`src/rtl/int_ctrl_pkg.sv`:
```
// Shared types and constants for the interrupt controller and the fetch/decode side.
// FSM encodings, config map helpers, mask reset value and special opcodes.
package int_ctrl_pkg;

  typedef enum logic [1:0] {
    ST_IDLE    = 2'd0,
    ST_ARMED   = 2'd1,
    ST_ENTER   = 2'd2,
    ST_SERVICE = 2'd3
  } state_e;

  localparam int ID_W = 3;

  // Mask bit 1 = source disabled; everything starts disabled.
  localparam logic [7:0] MASK_RST = 8'hFF;

  // Opcodes decoded by fetch/decode; RETI is what ends a handler.
  localparam logic [3:0] OP_NOP  = 4'h0;
  localparam logic [3:0] OP_RETI = 4'hE;
  localparam logic [3:0] OP_HALT = 4'hF;

  // The mask register sits immediately after the vector table.
  function automatic int cfg_mask_addr(input int n_src);
    return n_src;
  endfunction

endpackage

```
`src/rtl/int_prio_enc.sv`:
```
// Fixed-priority encoder: the lowest set index of eligible_i wins.
module int_prio_enc
  import int_ctrl_pkg::*;
#(
  parameter int N_SRC = 4
) (
  input  logic [N_SRC-1:0] eligible_i,
  output logic [ID_W-1:0]  winner_o,
  output logic             valid_o
);

  // Walk downward so the lowest eligible index is the last one assigned.
  always_comb begin
    winner_o = '0;
    valid_o  = 1'b0;
    for (int i = N_SRC - 1; i >= 0; i--) begin
      if (eligible_i[i]) begin
        winner_o = i[ID_W-1:0];
        valid_o  = 1'b1;
      end
    end
  end

endmodule

```
`src/rtl/int_ctrl.sv`:
```
// Interrupt controller: edge-latched pending bits, mask, fixed priority and the
// fetch/decode handshake (ARMED -> ENTER -> SERVICE until reti).
module int_ctrl
  import int_ctrl_pkg::*;
#(
  parameter int N_SRC  = 4,
  parameter int PC_W   = 10,
  parameter int CFG_AW = 4
) (
  input  logic              clk,
  input  logic              rst,
  input  logic [N_SRC-1:0]  irq_in,
  input  logic              cfg_we,
  input  logic [CFG_AW-1:0] cfg_addr,
  input  logic [PC_W-1:0]   cfg_wdata,
  output logic [PC_W-1:0]   cfg_rdata,
  input  logic              available_for_int,
  output logic              int_occured,
  output logic [PC_W-1:0]   int_pc,
  output logic [ID_W-1:0]   active_id,
  output logic              in_service,
  output logic [N_SRC-1:0]  pending
);

  localparam logic [CFG_AW-1:0] MASK_ADDR = CFG_AW'(cfg_mask_addr(N_SRC));

  state_e                        state_q;
  logic [N_SRC-1:0]              irq_prev_q;
  logic [N_SRC-1:0]              pending_q, pending_d;
  logic [N_SRC-1:0]              mask_q;
  logic [N_SRC-1:0][PC_W-1:0]    vec_q;
  logic [ID_W-1:0]               active_id_q;
  logic [PC_W-1:0]               int_pc_q;
  logic                          in_service_q;

  logic [N_SRC-1:0] irq_rise;
  logic [N_SRC-1:0] eligible;
  logic [N_SRC-1:0] act_oh;
  logic [ID_W-1:0]  winner;
  logic             win_vld;
  logic [PC_W-1:0]  win_pc;

  assign irq_rise = irq_in & ~irq_prev_q;
  assign eligible = pending_q & ~mask_q;

  int_prio_enc #(.N_SRC(N_SRC)) u_prio (
    .eligible_i (eligible),
    .winner_o   (winner),
    .valid_o    (win_vld)
  );

  always_comb begin
    act_oh = '0;
    win_pc = '0;
    for (int i = 0; i < N_SRC; i++) begin
      act_oh[i] = (active_id_q == i[ID_W-1:0]);
      if (winner == i[ID_W-1:0]) win_pc = vec_q[i];
    end
  end

  // Request is combinational from state so the CPU sees it the cycle it frees up.
  assign int_occured = (state_q == ST_ARMED) && available_for_int && !rst;

  // A new edge re-sets a bit in the same cycle it would be cleared.
  always_comb begin
    pending_d = pending_q;
    if (state_q == ST_ARMED && available_for_int) pending_d = pending_d & ~act_oh;
    if (state_q == ST_ENTER && available_for_int) pending_d = pending_d | act_oh;
    pending_d = pending_d | irq_rise;
  end

  always_ff @(posedge clk) begin
    irq_prev_q <= irq_in;
    if (rst) pending_q <= '0;
    else     pending_q <= pending_d;
  end

  always_ff @(posedge clk) begin
    if (rst) begin
      mask_q <= MASK_RST[N_SRC-1:0];
      vec_q  <= '0;
    end else if (cfg_we) begin
      for (int i = 0; i < N_SRC; i++) begin
        if (cfg_addr == CFG_AW'(i)) vec_q[i] <= cfg_wdata;
      end
      if (cfg_addr == MASK_ADDR) mask_q <= cfg_wdata[N_SRC-1:0];
    end
  end

  always_comb begin
    cfg_rdata = '0;
    for (int i = 0; i < N_SRC; i++) begin
      if (cfg_addr == CFG_AW'(i)) cfg_rdata = vec_q[i];
    end
    if (cfg_addr == MASK_ADDR) cfg_rdata = PC_W'(mask_q);
  end

  // Once ARMED the winner and its vector are frozen until the block returns to IDLE.
  always_ff @(posedge clk) begin
    if (rst) begin
      state_q      <= ST_IDLE;
      active_id_q  <= '0;
      int_pc_q     <= '0;
      in_service_q <= 1'b0;
    end else begin
      case (state_q)
        ST_IDLE: begin
          if (win_vld) begin
            state_q     <= ST_ARMED;
            active_id_q <= winner;
            int_pc_q    <= win_pc;
          end
        end
        ST_ARMED: begin
          if (available_for_int) state_q <= ST_ENTER;
        end
        ST_ENTER: begin
          if (available_for_int) begin
            state_q <= ST_IDLE;
          end else begin
            state_q      <= ST_SERVICE;
            in_service_q <= 1'b1;
          end
        end
        ST_SERVICE: begin
          if (available_for_int) begin
            state_q      <= ST_IDLE;
            in_service_q <= 1'b0;
          end
        end
        default: state_q <= ST_IDLE;
      endcase
    end
  end

  assign int_pc     = int_pc_q;
  assign active_id  = active_id_q;
  assign in_service = in_service_q;
  assign pending    = pending_q;

endmodule

```
`config.mk`:
```
export PLATFORM = sky130hd
export DESIGN_NAME = int_ctrl
export DESIGN_NICKNAME = d
export VERILOG_FILES = /design/src/rtl/int_ctrl_pkg.sv /design/src/rtl/int_prio_enc.sv /design/src/rtl/int_ctrl.sv
export SDC_FILE = /design/constraint.sdc
export NUM_CORES = 1
export LEC_CHECK = 0
export BUFFER_PORTS_ARGS = -buffer_cell sky130_fd_sc_hd__buf_4
export CORE_ASPECT_RATIO = 1.4
export CORE_MARGIN = 2
export CORE_UTILIZATION = 50
export CTS_CLUSTER_DIAMETER = 100
export DETAILED_ROUTE_END_ITERATION = 7
export PLACE_DENSITY_LB_ADDON = 0.2
export SETUP_SLACK_MARGIN = 0.1
export SKIP_LAST_GASP = 1
export SLEW_MARGIN = 20
export SYNTH_ARGS = -nofsm -noshare
export SYNTH_HDL_FRONTEND = slang
export SYNTH_SLANG_ARGS = --single-unit
```
`constraint.sdc`:
```
create_clock -name clk -period 1.9 [get_ports clk]
set_input_delay 0.38 -clock clk [delete_from_list [all_inputs] [get_ports clk]]
set_output_delay 0.38 -clock clk [all_outputs]
set_load 0.005 [all_outputs]
```
## Word level (Yosys, flattened, before mapping)

Index checks and enable logic that the tools add are counted.

| cells by class | value |
|---|---|
| multiplexer cells | 27 |
| bitwise logic cells | 8 |
| eq/ne operators | 17 |
| reduce and logical (&&, ||, !) cells | 17 |

Operators with widths:

| cell | count |
|---|---|
| 10-bit 2-to-1 mux | 9 |
| 2-bit 2-to-1 mux | 8 |
| 4-bit bitwise AND | 3 |
| 3-bit by 2-bit equality test with 1-bit output (second input constant) | 4 |
| 4-bit NOT | 3 |
| 2-bit AND reduction | 6 |
| 4-bit by 2-bit equality test with 1-bit output (second input constant) | 2 |
| 4-bit 2-to-1 mux | 2 |
| 4-bit OR | 2 |
| 2-bit one-hot mux with 4 select lines | 1 |
| 3-bit by 1-bit equality test with 1-bit output (second input constant) | 2 |
| 3-bit logical NOT | 2 |
| 1-bit 2-to-1 mux | 6 |
| 2-bit inequality test (second input constant) | 3 |
| 3-bit AND reduction | 2 |
| 2-bit equality test (second input constant) | 2 |
| 4-bit by 1-bit equality test with 1-bit output (second input constant) | 1 |
| 4-bit by 3-bit equality test with 1-bit output (second input constant) | 1 |
| 4-bit logical NOT | 1 |
| 1-bit logical AND | 3 |
| 2-bit by 1-bit equality test with 1-bit output (second input constant) | 1 |
| 2-bit logical NOT | 1 |
| 2-bit by 1-bit inequality test with 1-bit output (second input constant) | 1 |
| 1-bit one-hot mux with 2 select lines | 1 |
| 2 further kinds | 2 |

| storage, ports and cells | value |
|---|---|
| bits in registers | 68 |

## Longest topological paths before layout

| logic depth | value |
|---|---|
| depth after elaboration | 11 |
| gate-level depth with buffers | 6 |
| gate-level depth less buffers | 4 |

## Cells and area by module

A second synthesis with hierarchy kept.

| unflattened totals | value |
|---|---|
| cell total of the unflattened synthesis | 356 |
| area, all modules | 3,275.6 um^2 |

Modules (own cells, without submodules):

| module | area an instance (um^2) | seq. area each (um^2) | cells an instance | times used |
|---|---|---|---|---|
| int_ctrl | 3,229.3 | 1,361.3 | 347 | 1 |
| int_prio_enc | 46.3 | 0.0 | 9 | 1 |

## Worst setup path before layout

Ideal clock, no wire load.

| path | value |
|---|---|
| path type | input to output |
| from | input cfg_addr[0] |
| to | output cfg_rdata[3] |
| buffers on the path | 2 |
| stages | 6 |
| slack | 217 ps |
| data arrival time | 1,303 ps |
| cells stage by stage | buf_6 buf_2 mux4_2 nor2b_1 a31oi_1 nor2_1 |

| between the ends | value |
|---|---|
| longest elaborated chain between the ends | 6 |
| elaborated cells between the ends (all ways) | 10 |
| those cells by class | 4 x eq/ne; 5 x mux; 1 x reduce/logical |

Ends and longest elaborated chain:

| item | line | text |
|---|---|---|
| start, declared | int_ctrl.sv:14 | `input logic [CFG_AW-1:0] cfg_addr,` |
| 4-bit logical NOT | int_ctrl.sv:93 | `if (cfg_addr == CFG_AW'(i)) cfg_rdata = vec_q[i];` |
| 10-bit 2-to-1 mux (4 in a row) | int_ctrl.sv:93 |  |
| 10-bit 2-to-1 mux * | int_ctrl.sv:95 | `if (cfg_addr == MASK_ADDR) cfg_rdata = PC_W'(mask_q);` |
| end, declared | int_ctrl.sv:16 | `output logic [PC_W-1:0] cfg_rdata,` |

Every way passes the cells marked *; elsewhere a longest branch is shown, timed or not.

## Worst setup path in the final report

| path | value |
|---|---|
| from | register vec_q[30] (netlist name) |
| to | output cfg_rdata[0] |

| between the ends | value |
|---|---|
| longest elaborated chain between the ends | 2 |

Ends and longest elaborated chain:

| item | line | text |
|---|---|---|
| start, declared | int_ctrl.sv:31 | `logic [N_SRC-1:0][PC_W-1:0] vec_q;` |
| start signal, assigned by index | int_ctrl.sv:84 | `if (cfg_addr == CFG_AW'(i)) vec_q[i] <= cfg_wdata;` |
| 10-bit 2-to-1 mux | int_ctrl.sv:93 |  |
| 10-bit 2-to-1 mux | int_ctrl.sv:95 |  |

Every way passes these cells.

==> flow_metrics.env <==
export IMPL_dr_pass1_iters=5
export IMPL_cp_end_kind="primary output"
export IMPL_setup_tns_ns=-0.4363
export IMPL_hpwl_um=6024
export IMPL_fillers=559
export IMPL_fin_crit_sh_pct=108.8
export IMPL_synth_nets=371
export IMPL_max_freq_mhz=483.9
export IMPL_yosysUniqueCellTypes=38
export IMPL_fin_nets=438
export IMPL_grt_use_total_pct=25.99
export IMPL_fin_util_pct=64.94
export IMPL_synth_seq_cells=67
export IMPL_startpoint_type="flip-flop"
export IMPL_synthTopCellsByArea="dfxtp_1, mux2i_1, nor2_1"
export IMPL_clockBufferDepth=2
export IMPL_cts_htree_levels=3
export IMPL_start_util_pct=51.10
export IMPL_cts_buffers_inserted=9
export IMPL_synth_area_um2=3312
export IMPL_numPortBuffers=49
export IMPL_drc=0
export IMPL_root_buffer="clkbuf_8"
export IMPL_drtAntennaViolNets=0
export IMPL_synthCells=349
export IMPL_clkTransAtPathRegs_ns=0.07
export IMPL_antenna_found_initial=0
export IMPL_crit_type="reg2out"
export IMPL_grt_overflow=0
export IMPL_power_density_nw_per_um2=754.4
export IMPL_n_antenna_cell=0
export IMPL_ys_seq_area_share_pct=40.50
export IMPL_grt_max_degree=37
export IMPL_grt_pass1_wl_um=14300
export IMPL_failed_checks="negative setup slack"
export IMPL_wl_um=8959
export IMPL_vias=2967
export IMPL_cellLeakagePower_nw=1.892
export IMPL_grt_pass1_vias=2905
export IMPL_ir_drop_mv=0.5554
export IMPL_num_rows=35
export IMPL_drv_slew=0
export IMPL_arrival_ns=1.69
export IMPL_die_x_um=72.79
export IMPL_setup_violations=3
export IMPL_dieArea_um2=7300
export IMPL_tritoncts="done"
export IMPL_timing_hold_violations_final=0
export IMPL_synth_top_area_cell="dfxtp_1"
export IMPL_syn_to_final_growth_pct=27.09
export IMPL_coreArea_um2=6481
export IMPL_worstHoldPathType="in2reg"
export IMPL_setup_slack_ns=-0.1667
export IMPL_clock_latency_ns=0.35
export IMPL_io_pins=51
export IMPL_drt_iter0_drc=238
export IMPL_cts_sink_count=67
export IMPL_required_ns=1.52
export IMPL_drv_cap=0
export IMPL_synth_top_area_share_pct=40.50
export IMPL_die_height_um=100.3
export IMPL_fin_worst_skew_ns=0.009162
export IMPL_yosysWarningCount=0
export IMPL_final_min_clock_period_ns=2.067
export IMPL_wl_per_cell_um=18.10
export IMPL_vias_per_cell=5.994
export IMPL_drive_gt1_share_pct=33.02
export IMPL_grt_setup_unrepaired="true"
export IMPL_avgSynthCellArea_um2=9.490
export IMPL_path_max_fanout=3
export IMPL_status="finished, violations left"
export IMPL_globalplace_congestion=0.8233
registers in the layout, indices dropped and copies added (netlist names):
| register | count |
|---|---|
| pending | 4 |
| in_service | 1 |
| vec_q | 40 |
| int_pc | 10 |
| active_id | 2 |
| irq_prev_q | 4 |
| state_q | 2 |
| mask_q | 4 |
per-stage QoR:
stage | cell area [um^2] | hold WS (ns) | power (mW) | setup slack [ns] | instances
6_report | 4209 | 0.1408 | 3.175 | -0.1667 | 495
4_1_cts | 4160 | 0.1252 | 3.188 | -0.1598 | 492
3_3_place_gp | 3821 | 0.4455 | 1.739 | 0.01685 | 470
3_5_place_dp | 3821 | 0.4479 | 1.743 | 0.007077 | 470
2_1_floorplan | 3312 | 0.4077 | 1.616 | 0.2172 | 349
5_1_grt | 4209 | 0.1264 | 3.288 | -0.2181 | 495
layer usage:
layer	vias up	part of all wire (%)	global-route usage, %
li1	1388	-	-
met1	1420	41	31.44
met2	130	50	42.94
met3	29	5.5	4.618
met4	0	3.9	14.53
met5	-	0	0
power by group:
group          switching [mW]  total, mW  internal [mW]
clock                   0.546       1.45          0.904
sequential             0.0209       1.45           1.43
combinational           0.143      0.273          0.129
cell type report:
class                           instances  area, um^2  share of cell area, %
Clock buffer                           11       141.4                  3.359
Clock inverter                          5       100.1                  2.378
Inverter                                8       30.03                 0.7134
Multi-Input combinational cell        248        1822                  43.28
Sequential cell                        67        1368                  32.49
Tap cell                               74       92.59                  2.200
Timing Repair Buffer                   82       655.6                  15.58
layout by cell type (no fill, tap or decap), types with 3 or more instances in the layout:
master	instances
and2_1	11
nor2b_1	3
a211o_1	4
inv_1	8
and2_4	5
buf_4	76
dfxtp_2	21
and3b_1	10
clkbuf_8	10
a211oi_1	12
mux4_2	9
bufinv_16	3
nand2b_1	10
o2bb2ai_1	10
mux2i_1	40
a2bb2oi_1	10
a21oi_1	7
buf_6	4
o21ai_0	24
a31oi_1	4
nand3_1	3
nand2_1	5
dfxtp_1	46
nor2_1	58
worst max-delay path, stage by stage, from the launching register on:
cell and delay [ns]:
dfxtp_2 0.34, mux4_2 0.47, nor2b_1 0.15, a31oi_1 0.18, nor2_1 0.07, buf_4 0.13
cells in the mapped netlist:
library cell / instances
dfxtp_1: 67
nor2_1: 58
mux2i_1: 40
o21ai_0: 24
and2_1: 16
a211oi_1: 12
clkbuf_1: 11
a2bb2oi_1: 10
and3b_1: 10
nand2b_1: 10
o2bb2ai_1: 10
mux4_2: 9
inv_1: 8
a21oi_1: 7
buf_4: 6
a31oi_1: 5
buf_2: 5
nand2_1: 5
nor2b_1: 5
a211o_1: 4
buf_6: 4
nand3_1: 3
a32oi_1: 2
and4b_1: 2
nand4_1: 2
or3_1: 2
a21oi_2: 1
a222oi_1: 1
a32o_1: 1
conb_1: 1
mux2_1: 1
nand3b_1: 1
nand4b_1: 1
nor2_2: 1
nor2_4: 1
nor3_1: 1
nor4bb_1: 1
o22ai_1: 1
repair_timing:
| item | CTS | global route |
|---|---|---|
| gates cloned | 0 | 0 |
| endpoints found under the setup margin | 9 | 10 |
| pin swaps | 6 | 5 |
| buffers inserted | 6 | 3 |
| hold buffers | 0 | 0 |
| resized for setup | 24 | 11 |
cell families (layout without fill, tap and decap cells):
group                  after synthesis  count (layout)  share of synthesized area [%]
and+or+nand+nor                    119             119                          18.93
AOI/OAI and AO/OA                   78              78                          16.28
DFF                                 67              67                          40.50
muxes                               50              50                          18.55
buffers and inverters               34             106                          5.629
other                                1               1                         0.1132
final timing paths:
check	depth (start not counted)	to	slack [ns]	start
worst max-delay path	5	cfg_rdata[0]	-0.17	vec_q[30]$_SDFFE_PP0P_
worst min-delay path	1	irq_prev_q[3]$_DFF_P_	0.14	irq_in[3]
worst max register to register	5	int_pc[0]$_SDFFE_PP0P_	0.32	mask_q[1]$_SDFFE_PP1P_
worst min register to register	1	int_pc[5]$_SDFFE_PP0P_	0.46	int_pc[5]$_SDFFE_PP0P_
(Power assumes the default switching activity.)
